--- config.mk ---
export PLATFORM = sky130hd
export DESIGN_NAME = fp_add_scheduler
export DESIGN_NICKNAME = d
export VERILOG_FILES = /design/src/rtl/fp_add_scheduler_pkg.sv /design/src/rtl/fp_sched_fifo.sv /design/src/rtl/fp_add_scheduler.sv
export SDC_FILE = /design/constraint.sdc
export NUM_CORES = 1
export LEC_CHECK = 0
export CORE_MARGIN = 2
export CORE_UTILIZATION = 50
export CTS_CLUSTER_DIAMETER = 120
export DETAILED_ROUTE_END_ITERATION = 16
export GPL_TIMING_DRIVEN = 0
export HOLD_SLACK_MARGIN = 0.08
export PLACE_DENSITY = 0.95
export SYNTH_ARGS = -nofsm -noshare
export SYNTH_HDL_FRONTEND = slang
export SYNTH_SLANG_ARGS = --single-unit
--- constraint.sdc ---
create_clock -name clk -period 7.6 [get_ports clk]
set_input_delay 1.52 -clock clk [delete_from_list [all_inputs] [get_ports clk]]
set_output_delay 1.52 -clock clk [all_outputs]
set_load 0.02 [all_outputs]
--- src/rtl/fp_add_scheduler_pkg.sv ---
// Shared definitions for the FP add/sub scheduler: op encodings, format
// widths and the helpers used to size the datapath and step pointers.
`ifndef ADD
`define ADD 1'b0
`endif
`ifndef SUB
`define SUB 1'b1
`endif
`ifndef FP16
`define FP16 0
`endif
`ifndef FP32
`define FP32 1
`endif
`ifndef FP64
`define FP64 2
`endif
`ifndef FP16_W
`define FP16_W 16
`endif
`ifndef FP32_W
`define FP32_W 32
`endif
`ifndef FP64_W
`define FP64_W 64
`endif

package fp_add_scheduler_pkg;

  // Total bit width of a floating-point format selector.
  function automatic int fmt_width(input int fmt);
    case (fmt)
      `FP16:   return `FP16_W;
      `FP64:   return `FP64_W;
      default: return `FP32_W;
    endcase
  endfunction

  // Modulo-n increment used by the round-robin pointer and FIFO pointers.
  function automatic int unsigned wrap_inc(input int unsigned v, input int unsigned n);
    return (v + 32'd1 >= n) ? 32'd0 : v + 32'd1;
  endfunction

endpackage

--- src/rtl/fp_sched_fifo.sv ---
// First-word-fall-through FIFO holding {id, data} result entries.
// Pushes into a full FIFO and pops from an empty one are ignored.
module fp_sched_fifo
  import fp_add_scheduler_pkg::*;
#(
  parameter  int WIDTH = 34,
  parameter  int DEPTH = 4,
  localparam int PW    = (DEPTH > 1) ? $clog2(DEPTH) : 1,
  localparam int CW    = $clog2(DEPTH + 1)
) (
  input  logic             clk,
  input  logic             rst_n,
  input  logic             push_i,
  input  logic [WIDTH-1:0] push_data_i,
  input  logic             pop_i,
  output logic [WIDTH-1:0] head_o,
  output logic             full_o,
  output logic             empty_o,
  output logic [CW-1:0]    count_o
);

  logic [WIDTH-1:0] mem_q [DEPTH];
  logic [PW-1:0]    wr_q;
  logic [PW-1:0]    rd_q;
  logic [CW-1:0]    cnt_q;
  logic             do_push_s;
  logic             do_pop_s;

  assign full_o    = (cnt_q == CW'(DEPTH));
  assign empty_o   = (cnt_q == '0);
  assign count_o   = cnt_q;
  assign head_o    = mem_q[rd_q];
  assign do_push_s = push_i & ~full_o;
  assign do_pop_s  = pop_i & ~empty_o;

  // Storage array: write the tail slot on an accepted push.
  always_ff @(posedge clk or negedge rst_n) begin
    if (!rst_n) begin
      for (int k = 0; k < DEPTH; k++) mem_q[k] <= '0;
    end else if (do_push_s) begin
      mem_q[wr_q] <= push_data_i;
    end
  end

  // Pointers and occupancy; simultaneous push and pop leave the count alone.
  always_ff @(posedge clk or negedge rst_n) begin
    if (!rst_n) begin
      wr_q  <= '0;
      rd_q  <= '0;
      cnt_q <= '0;
    end else begin
      if (do_push_s) wr_q <= PW'(wrap_inc(32'(wr_q), DEPTH));
      if (do_pop_s)  rd_q <= PW'(wrap_inc(32'(rd_q), DEPTH));
      case ({do_push_s, do_pop_s})
        2'b10:   cnt_q <= cnt_q + CW'(1);
        2'b01:   cnt_q <= cnt_q - CW'(1);
        default: cnt_q <= cnt_q;
      endcase
    end
  end

endmodule

--- src/rtl/fp_add_scheduler.sv ---
// Round-robin scheduler sharing one fixed-latency FP add/sub pipeline among
// NUM_REQ requesters. Issued ops carry their requester ID through a tag pipe
// aligned with the pipeline, and results return in issue order through a
// credit-protected FWFT FIFO.
module fp_add_scheduler
  import fp_add_scheduler_pkg::*;
#(
  parameter  int data_format = `FP32,
  parameter  int NUM_REQ     = 4,
  parameter  int ADD_LAT     = 3,
  parameter  int RES_DEPTH   = 4,
  localparam int DATA_W      = fmt_width(data_format),
  localparam int IDW         = $clog2(NUM_REQ)
) (
  input  logic                      clk,
  input  logic                      rst_n,
  input  logic [NUM_REQ-1:0]        req_valid_i,
  output logic [NUM_REQ-1:0]        req_ready_o,
  input  logic [NUM_REQ*DATA_W-1:0] req_a_i,
  input  logic [NUM_REQ*DATA_W-1:0] req_b_i,
  input  logic [NUM_REQ-1:0]        req_op_i,
  output logic                      add_valid_o,
  output logic [DATA_W-1:0]         add_a_o,
  output logic [DATA_W-1:0]         add_b_o,
  output logic                      add_op_o,
  input  logic                      add_res_valid_i,
  input  logic [DATA_W-1:0]         add_res_i,
  output logic                      rsp_valid_o,
  input  logic                      rsp_ready_i,
  output logic [IDW-1:0]            rsp_id_o,
  output logic [DATA_W-1:0]         rsp_data_o,
  output logic                      err_tag_o
);

  localparam int CW = $clog2(RES_DEPTH + 1);
  localparam int EW = IDW + DATA_W;

  logic [CW-1:0]      credits_q, credits_d;
  logic [IDW-1:0]     rr_ptr_q, rr_ptr_d;
  logic [NUM_REQ-1:0] grant_s;
  logic [IDW-1:0]     gnt_id_s;
  logic               hs_s, pop_s, push_s;
  logic               iss_valid_q, iss_op_q;
  logic [DATA_W-1:0]  iss_a_q, iss_b_q;
  logic [IDW-1:0]     iss_id_q;
  logic [ADD_LAT-1:0] tag_vld_q;
  logic [IDW-1:0]     tag_id_q [ADD_LAT];
  logic               err_q;
  logic               fifo_full_s, fifo_empty_s;
  logic [CW-1:0]      fifo_cnt_s;
  logic [EW-1:0]      fifo_head_s;

  // Grant the first valid requester at or after rr_ptr, wrapping around.
  always_comb begin
    logic found_v;
    int   idx_v;
    grant_s  = '0;
    gnt_id_s = '0;
    found_v  = 1'b0;
    for (int k = 0; k < NUM_REQ; k++) begin
      idx_v = (int'(rr_ptr_q) + k) % NUM_REQ;
      if (!found_v && req_valid_i[idx_v[IDW-1:0]]) begin
        found_v                  = 1'b1;
        grant_s[idx_v[IDW-1:0]]  = 1'b1;
        gnt_id_s                 = idx_v[IDW-1:0];
      end else begin
        found_v = found_v;
      end
    end
  end

  // Readiness uses the registered credit count, never a same-cycle pop.
  assign req_ready_o = (credits_q != '0) ? grant_s : '0;
  assign hs_s        = |(req_valid_i & req_ready_o);
  assign pop_s       = rsp_valid_o & rsp_ready_i;

  // Next credit count and round-robin pointer.
  always_comb begin
    credits_d = credits_q;
    rr_ptr_d  = rr_ptr_q;
    if (hs_s && !pop_s) begin
      credits_d = credits_q - CW'(1);
    end else if (!hs_s && pop_s) begin
      credits_d = credits_q + CW'(1);
    end else begin
      credits_d = credits_q;
    end
    if (hs_s) begin
      rr_ptr_d = IDW'(wrap_inc(32'(gnt_id_s), NUM_REQ));
    end else begin
      rr_ptr_d = rr_ptr_q;
    end
  end

  // Credit counter and arbitration pointer state.
  always_ff @(posedge clk or negedge rst_n) begin
    if (!rst_n) begin
      credits_q <= CW'(RES_DEPTH);
      rr_ptr_q  <= '0;
    end else begin
      credits_q <= credits_d;
      rr_ptr_q  <= rr_ptr_d;
    end
  end

  // Issue register: capture the granted request; add_valid pulses one cycle.
  always_ff @(posedge clk or negedge rst_n) begin
    if (!rst_n) begin
      iss_valid_q <= 1'b0;
      iss_a_q     <= '0;
      iss_b_q     <= '0;
      iss_op_q    <= `ADD;
      iss_id_q    <= '0;
    end else begin
      iss_valid_q <= hs_s;
      if (hs_s) begin
        iss_a_q  <= req_a_i[gnt_id_s*DATA_W +: DATA_W];
        iss_b_q  <= req_b_i[gnt_id_s*DATA_W +: DATA_W];
        iss_op_q <= req_op_i[gnt_id_s];
        iss_id_q <= gnt_id_s;
      end
    end
  end

  assign add_valid_o = iss_valid_q;
  assign add_a_o     = iss_a_q;
  assign add_b_o     = iss_b_q;
  assign add_op_o    = iss_op_q;

  // Tag pipe: its last stage lines up with add_res_valid from the adder.
  always_ff @(posedge clk or negedge rst_n) begin
    if (!rst_n) begin
      tag_vld_q <= '0;
      for (int k = 0; k < ADD_LAT; k++) tag_id_q[k] <= '0;
    end else begin
      tag_vld_q[0] <= iss_valid_q;
      tag_id_q[0]  <= iss_id_q;
      for (int k = 1; k < ADD_LAT; k++) begin
        tag_vld_q[k] <= tag_vld_q[k-1];
        tag_id_q[k]  <= tag_id_q[k-1];
      end
    end
  end

  assign push_s = add_res_valid_i & tag_vld_q[ADD_LAT-1] & ~fifo_full_s;

  // Sticky flag for a pipeline result that has no in-flight tag.
  always_ff @(posedge clk or negedge rst_n) begin
    if (!rst_n) begin
      err_q <= 1'b0;
    end else if (add_res_valid_i && !tag_vld_q[ADD_LAT-1]) begin
      err_q <= 1'b1;
    end
  end

  assign err_tag_o = err_q;

  fp_sched_fifo #(
    .WIDTH (EW),
    .DEPTH (RES_DEPTH)
  ) u_fifo (
    .clk         (clk),
    .rst_n       (rst_n),
    .push_i      (push_s),
    .push_data_i ({tag_id_q[ADD_LAT-1], add_res_i}),
    .pop_i       (pop_s),
    .head_o      (fifo_head_s),
    .full_o      (fifo_full_s),
    .empty_o     (fifo_empty_s),
    .count_o     (fifo_cnt_s)
  );

  // An empty FIFO presents zeros rather than a stale head slot.
  assign rsp_valid_o = (fifo_cnt_s != '0);
  assign rsp_id_o    = fifo_empty_s ? '0 : fifo_head_s[EW-1 -: IDW];
  assign rsp_data_o  = fifo_empty_s ? '0 : fifo_head_s[DATA_W-1:0];

endmodule

==> results of run 1 <==
## critical path, stage by stage
cell             delay [ps]
clkdlybuf4s50_1         430
buf_2                   190
mux4_2                  570
o21ai_0                 460
nand2_1                 100
a21oi_1                 140
clkdlybuf4s50_1         680
## synth_stat cells (2+ instances only)
cell,number,area [um^2]
a22oi_1,5,37.54
a221oi_1,3,26.28
mux2_4,28,420.4
buf_2,10,50.05
fa_1,2,40.04
nand3b_1,4,30.03
dfrtp_1,225,5630
inv_1,20,75.07
and2_1,39,244.0
mux4_2,102,2297
nor2b_1,2,12.51
nor2_1,4,15.01
nor3_1,3,15.01
buf_1,10,37.54
a21oi_1,10,50.05
xnor2_1,3,26.28
a21o_1,3,22.52
mux2_2,175,1971
clkbuf_1,24,90.09
buf_12,4,80.08
nand2_1,15,56.30
nand2b_1,2,12.51
o21ai_0,7,35.03
buf_6,5,56.30
or3_1,2,12.51
xor2_1,5,43.79
buf_4,4,30.03
mux2i_1,5,50.05
ha_1,14,175.2
## through the flow
stage	area [um^2]	total power, mW	instances
after floorplan	11850	5.718	756
after global placement	16290	7.449	1479
after detailed placement	16350	7.633	1481
after CTS	17200	8.919	1525
after global routing	17200	9.296	1528
final	17210	8.887	1532
## flip-flops by register name (all words and copies together), names as in the netlist, named ones only
signal	count
add_b_o	32
tag_id_q	6
add_a_o	32
credits_q	3
iss_id_q	2
add_op_o	1
err_tag_o	1
u_fifo.count_o	3
u_fifo.mem_q	136
tag_vld_q	3
add_valid_o	1
rr_ptr_q	1
u_fifo.wr_q	2
u_fifo.rd_q	2
## cells by family (layout without fill, tap and decap cells)
logic type | after synthesis | after routing | share of synthesized area, %
flops | 226 | 226 | 47.75
buf+inv | 78 | 528 | 3.570
fa+ha+maj | 16 | 16 | 1.816
other cells | 0 | 7 | 0
mux | 310 | 310 | 39.99
xor+xnor | 8 | 8 | 0.5914
simple gates | 76 | 76 | 3.686
compound gates | 42 | 42 | 2.598
## cell type report
class / count / share of cell area, %
clock buffers: 35 / 4.136
well taps: 319 / 2.319
multi-input cells: 452 / 33.51
diodes: 7 / 0.1018
inverters: 21 / 0.4579
flip-flops and latches: 226 / 32.86
repair buffers: 406 / 23.84
plain buffers: 57 / 1.999
clock inverters: 9 / 0.7777
## final timing paths
path                                        start                            to  slack, ps  cells past startpoint
setup reg to reg                             flop       add_b_o[30]$_DFFE_PN0P_       3100                     11
min in group asynchronous                   rst_n         err_tag_o$_DFFE_PN0P_       1050                      2
hold / removal             tag_vld_q[0]$_DFF_PN0_        tag_vld_q[1]$_DFF_PN0_        350                      0
max in group asynchronous                   rst_n  u_fifo.mem_q[21]$_DFFE_PN0P_       5640                      3
setup / recovery                   req_valid_i[1]                req_ready_o[3]       1990                      7
hold reg to reg            tag_vld_q[0]$_DFF_PN0_        tag_vld_q[1]$_DFF_PN0_        350                      0
## power groups by stage
| stage | logic (mW) | clock network, mW | registers [mW] |
|---|---|---|---|
| after floorplan | 3.40 | 0 | 2.32 |
| after global routing | 5.72 | 1.30 | 2.28 |
| after global placement | 5.27 | 0 | 2.18 |
| after detailed placement | 5.42 | 0 | 2.21 |
| after CTS | 5.46 | 1.25 | 2.21 |
| final | 5.43 | 1.23 | 2.23 |
## layer usage
layer	up-vias	track usage [%]	wire length (um)
met5	-	0	64
met4	10	9.352	1059
met3	82	9.554	3961
met2	471	52.88	20060
met1	4610	44.55	16020
li1	3725	-	-
==> results.sh, run 1 <==
export IMPL_area_growth_pct=45.30
export IMPL_p_int_mw=5.564
export IMPL_clock_latency_ps=520
export IMPL_drive_above_1_share_pct=31.26
export IMPL_switchingPower_mw=3.323
export IMPL_utilization_pct=73.78
export IMPL_h_tree_depth=1
export IMPL_slew_violations=0
export IMPL_maxSlewHeadroom_pct=20.29
export IMPL_worstPathMaxFanout=10
export IMPL_p_per_area_nw_per_um2=516.3
export IMPL_hold_slack_ps=349.5
export IMPL_dr_total_vias=8898
export IMPL_grt_pass1_wl_mm=59.60
export IMPL_multi_input_area_um2=5768
export IMPL_numCtsBuffers=24
export IMPL_core_region_area_um2=23330
export IMPL_ys_seq_elements=226
export IMPL_firstDrtPassIters=5
export IMPL_setup_violations=0
export IMPL_ant_nets=0
export IMPL_post_cts_resized=0
export IMPL_combPwrFrac_pct=61.1
export IMPL_dp_slack_ps=1995
export IMPL_maxCapViolations=0
export IMPL_grt_max_degree=126
export IMPL_initial_utilization_pct=50.78
export IMPL_fmax_mhz=178.4
export IMPL_rows=56
export IMPL_path_clk_slew_ps=60
export IMPL_remaining_drc_errors=0
export IMPL_antenna_found_initial=13
export IMPL_skew_ps=26.38
export IMPL_drt_iter0_markers=636
export IMPL_rsz0062_at_grt="no"
export IMPL_grt_overflow_total=0
export IMPL_crit_required_ps=6080
export IMPL_fp_dieArea_um2=24940
export IMPL_post_route_period_util_pct=73.76
export IMPL_fillers=1492
export IMPL_clock_sinks=226
export IMPL_die_x_um=157.9
export IMPL_timing_final_hold_violations=0
export IMPL_grt_pass1_vias=9386
export IMPL_min_period_ps=5606
export IMPL_swShare_pct=37.39
export IMPL_status="finished, final reports clean"
export IMPL_routed_via_density=5.808
export IMPL_seqPwrFrac_pct=25.0
export IMPL_synth_edf_count=0
export IMPL_leakagePower_nw=6.983
export IMPL_async_reset_ff_share_pct=100.0
export IMPL_worstPathArrival_ps=4090
export IMPL_cts_max_path_buffers=3
export IMPL_synthesis_nets=1072
export IMPL_clockPowerShare_pct=13.8
export IMPL_final_cell_mix="clkdlybuf4s50_1 (403), dfrtp_1 (225), mux2_2 (175)"
export IMPL_fin_nets=1504
export IMPL_seq_area_frac_synth_pct=47.75
export IMPL_cp_start_kind="input pin"
export IMPL_syn_area_per_cell_um2=15.67
export IMPL_root_buffer="clkbuf_16"
export IMPL_critPathCaptureType="output port"
export IMPL_crit_type="in -> out"
export IMPL_hold_path_class="reg -> reg"
export IMPL_grtUsageTotal_pct=33.08
export IMPL_dieHeight_um=157.9
export IMPL_yosys_warnings=0
export IMPL_drt_wl_total_mm=41.17
export IMPL_cts_setup_buffers=0
export IMPL_final_seq_area_um2=5657
export IMPL_ioPinCount=406
export IMPL_synth_flop_cell="dfrtp_1"
export IMPL_synth_cell_types=50
export IMPL_tightest_slew_ps=1196
export IMPL_final_common_cell="clkdlybuf4s50_1"
export IMPL_hpwl_mm=31.78
export IMPL_cts_hold_buf=0
export IMPL_io_buffers=404
export IMPL_wl_per_cell_um=26.87
export IMPL_synth_cells=756
export IMPL_netlist_area_um2=11850
export IMPL_gp_congestion=0.9604
export IMPL_ir_drop_mv=0.2820
export IMPL_cts_tree="yes"
export IMPL_postLayoutSetupSlackWorst_ps=1994
export IMPL_tns_ps=0
Note: power is estimated with default switching activity, not from simulation.
==> inputs of run 2 (changes only) <==
- CORE_ASPECT_RATIO: unset -> 1.75
- CORE_UTILIZATION: 50 -> 46
- PLACE_DENSITY: 0.95 -> 0.89
- clock period: 7.6 -> 5.3 ns (I/O delays scaled with it)
==> results.sh, run 2 (synthesis gave the netlist of run 1 again) <==
export IMPL_root_buffer="clkbuf_16"
export IMPL_p_per_area_nw_per_um2=726.4
export IMPL_rows=77
export IMPL_initial_utilization_pct=46.76
export IMPL_hold_depth=0
export IMPL_setup_violations=0
export IMPL_skew_ps=10.12
export IMPL_setup_worst_path_start="req_valid_i[1]"
export IMPL_wl_per_cell_um=24.24
export IMPL_slew_violations=0
export IMPL_post_route_period_util_pct=89.56
export IMPL_tightest_slew_ps=967.4
export IMPL_utilization_pct=67.52
export IMPL_clock_latency_ps=510
export IMPL_critPathCaptureType="output port"
export IMPL_crit_required_ps=4240
export IMPL_cts_tree="yes"
export IMPL_ioPinCount=406
export IMPL_ant_nets=0
export IMPL_area_growth_pct=44.41
export IMPL_routed_via_density=5.623
export IMPL_max_stage_delay_ps=690
export IMPL_io_buffers=404
export IMPL_dieHeight_um=216.3
export IMPL_h_tree_depth=1
export IMPL_critPathSlowestCell="clkdlybuf4s50_1"
export IMPL_timing_rr_end="add_b_o[29]$_DFFE_PN0P_"
export IMPL_top_register="u_fifo.mem_q"
export IMPL_power_mw=12.43
export IMPL_timing_final_hold_violations=0
export IMPL_gp_congestion=0.8962
export IMPL_crit_type="in -> out"
export IMPL_endpoint="req_ready_o[0]"
export IMPL_fmax_mhz=210.7
export IMPL_grtUsageTotal_pct=27.45
export IMPL_drt_iter0_markers=504
export IMPL_min_period_ps=4747
export IMPL_r2r_cells=11
export IMPL_grt_pass1_wl_mm=56.72
export IMPL_antenna_found_initial=13
export IMPL_cts_setup_buffers=0
export IMPL_drive_above_1_share_pct=31.14
export IMPL_core_region_area_um2=25340
export IMPL_dp_slack_ps=314.9
export IMPL_leakagePower_nw=6.934
export IMPL_grt_max_degree=130
export IMPL_largest_reg_flops=136
export IMPL_final_cell_mix="clkdlybuf4s50_1 (403), dfrtp_1 (225), mux2_2 (175)"
export IMPL_dr_total_vias=8609
export IMPL_worstPathArrival_ps=3690
export IMPL_regToRegSetupSlack_ps=800
export IMPL_fillers=1786
export IMPL_cts_max_path_buffers=3
export IMPL_worstPathMaxFanout=10
export IMPL_cts_hold_buf=0
export IMPL_die_x_um=125.3
export IMPL_grt_overflow_total=0
export IMPL_maxSlewHeadroom_pct=35.51
export IMPL_drt_wl_total_mm=37.11
export IMPL_fp_dieArea_um2=27110
export IMPL_crit_chain="clkdlybuf4s50_1 > buf_2 > mux4_2 > nand3b_1 > a21oi_1 > a221oi_1 > nor2_1 > clkdlybuf4s50_1"
export IMPL_hpwl_mm=29.31
export IMPL_post_cts_resized=0
export IMPL_postLayoutSetupSlackWorst_ps=553.1
export IMPL_path_clk_slew_ps=60
export IMPL_rsz0062_at_grt="no"
export IMPL_fin_nets=1501
export IMPL_firstDrtPassIters=4
export IMPL_final_common_cell="clkdlybuf4s50_1"
export IMPL_grt_pass1_vias=9657
export IMPL_numCtsBuffers=22
export IMPL_maxCapViolations=0
export IMPL_status="finished, final reports clean"
export IMPL_remaining_drc_errors=0
export IMPL_hold_path_class="reg -> reg"
export IMPL_crit_path_frequent_cell="clkdlybuf4s50_1"
export IMPL_ir_drop_mv=0.6695
export IMPL_cp_start_kind="input pin"
export IMPL_clock_sinks=226
-- run 2: cell count changes in the layout (fill, tap and decap cells not counted), sizes merged --
cell | previous run | this run
clkbuf | 59 | 51
buf | 36 | 35
diode | 7 | 14
clkinv | 5 | 9
inv | 21 | 22
clkinvlp | 1 | 0
-- run 2: area by class of cell --
| cell class | instances | area, um^2 | share of cell area (%) |
|---|---|---|---|
| diodes | 14 | 35.03 | 0.2048 |
| plain buffers | 57 | 344.1 | 2.011 |
| clock buffers | 27 | 599.3 | 3.503 |
| clock inverters | 13 | 155.1 | 0.9068 |
| inverters | 21 | 78.83 | 0.4607 |
| multi-input cells | 452 | 5768 | 33.71 |
| flip-flops and latches | 226 | 5657 | 33.06 |
| well taps | 316 | 395.4 | 2.311 |
| repair buffers | 405 | 4076 | 23.83 |
-- run 2: worst min-delay path by stage --
stage                                  end  slack (ps)                   start
detailed placement   tag_id_q[2]$_DFF_PN0_         330   tag_id_q[4]$_DFF_PN0_
CTS                  tag_id_q[0]$_DFF_PN0_         350   tag_id_q[2]$_DFF_PN0_
global placement    tag_vld_q[1]$_DFF_PN0_         330  tag_vld_q[0]$_DFF_PN0_
finish               tag_id_q[0]$_DFF_PN0_         350   tag_id_q[2]$_DFF_PN0_
floorplan            tag_id_q[0]$_DFF_PN0_         330   tag_id_q[2]$_DFF_PN0_
global route         tag_id_q[3]$_DFF_PN0_         360   tag_id_q[5]$_DFF_PN0_
-- run 2: worst max-delay path, delay by kind of cell --
kind / cells / cell delay, ps
buf+inv: 3 / 1320
compound gates: 2 / 260
mux: 1 / 570
simple gates: 2 / 460
-- run 2: report_power, final --
| group | total [mW] | leakage [nW] | switching (mW) | internal (mW) |
|---|---|---|---|---|
| clock network | 1.65 | 0.380 | 0.692 | 0.957 |
| logic | 7.65 | 3.85 | 3.42 | 4.24 |
| registers | 3.13 | 2.70 | 0.478 | 2.65 |
| total | 12.4 | 6.93 | 4.58 | 7.84 |
-- run 2: metrics by stage --
| step | setup TNS, ps | hold slack, ps | cell area [um^2] | std cells |
|---|---|---|---|---|
| after floorplan | 0 | 331.2 | 11850 | 756 |
| after global placement | -1367030 | 332.9 | 16290 | 1476 |
| after detailed placement | 0 | 334.7 | 16320 | 1477 |
| after CTS | 0 | 349.6 | 17070 | 1517 |
| after global routing | 0 | 355.7 | 17090 | 1524 |
| final | 0 | 346.1 | 17110 | 1531 |
-- run 2: routing by layer --
metal	vias to the layer above	global-route usage (%)	share of wire (%)
li1	3707	-	-
met1	4435	30.83	35
met2	378	49.57	53
met3	87	7.406	8.0
met4	2	10.41	4.1
met5	-	0	0.043
==> inputs of run 3 (changes only) <==
- CORE_ASPECT_RATIO: 1.75 -> unset
- CORE_UTILIZATION: 46 -> 50
- PLACE_DENSITY: 0.89 -> 0.95
- clock period: 5.3 -> 5.8 ns (I/O delays scaled with it)
==> results of run 3 <==
Same layout as run 1 (identical final DEF). Status: finished, final reports clean.
Main changes from that run: setup slack after placement 1995 ps -> 729.1 ps; setup slack after layout 1994 ps -> 914.4 ps; register-to-register setup slack 3100 ps -> 1300 ps; total power 8.887 mW -> 11.64 mW; worst IR drop on VDD 0.2820 mV -> 0.3695 mV
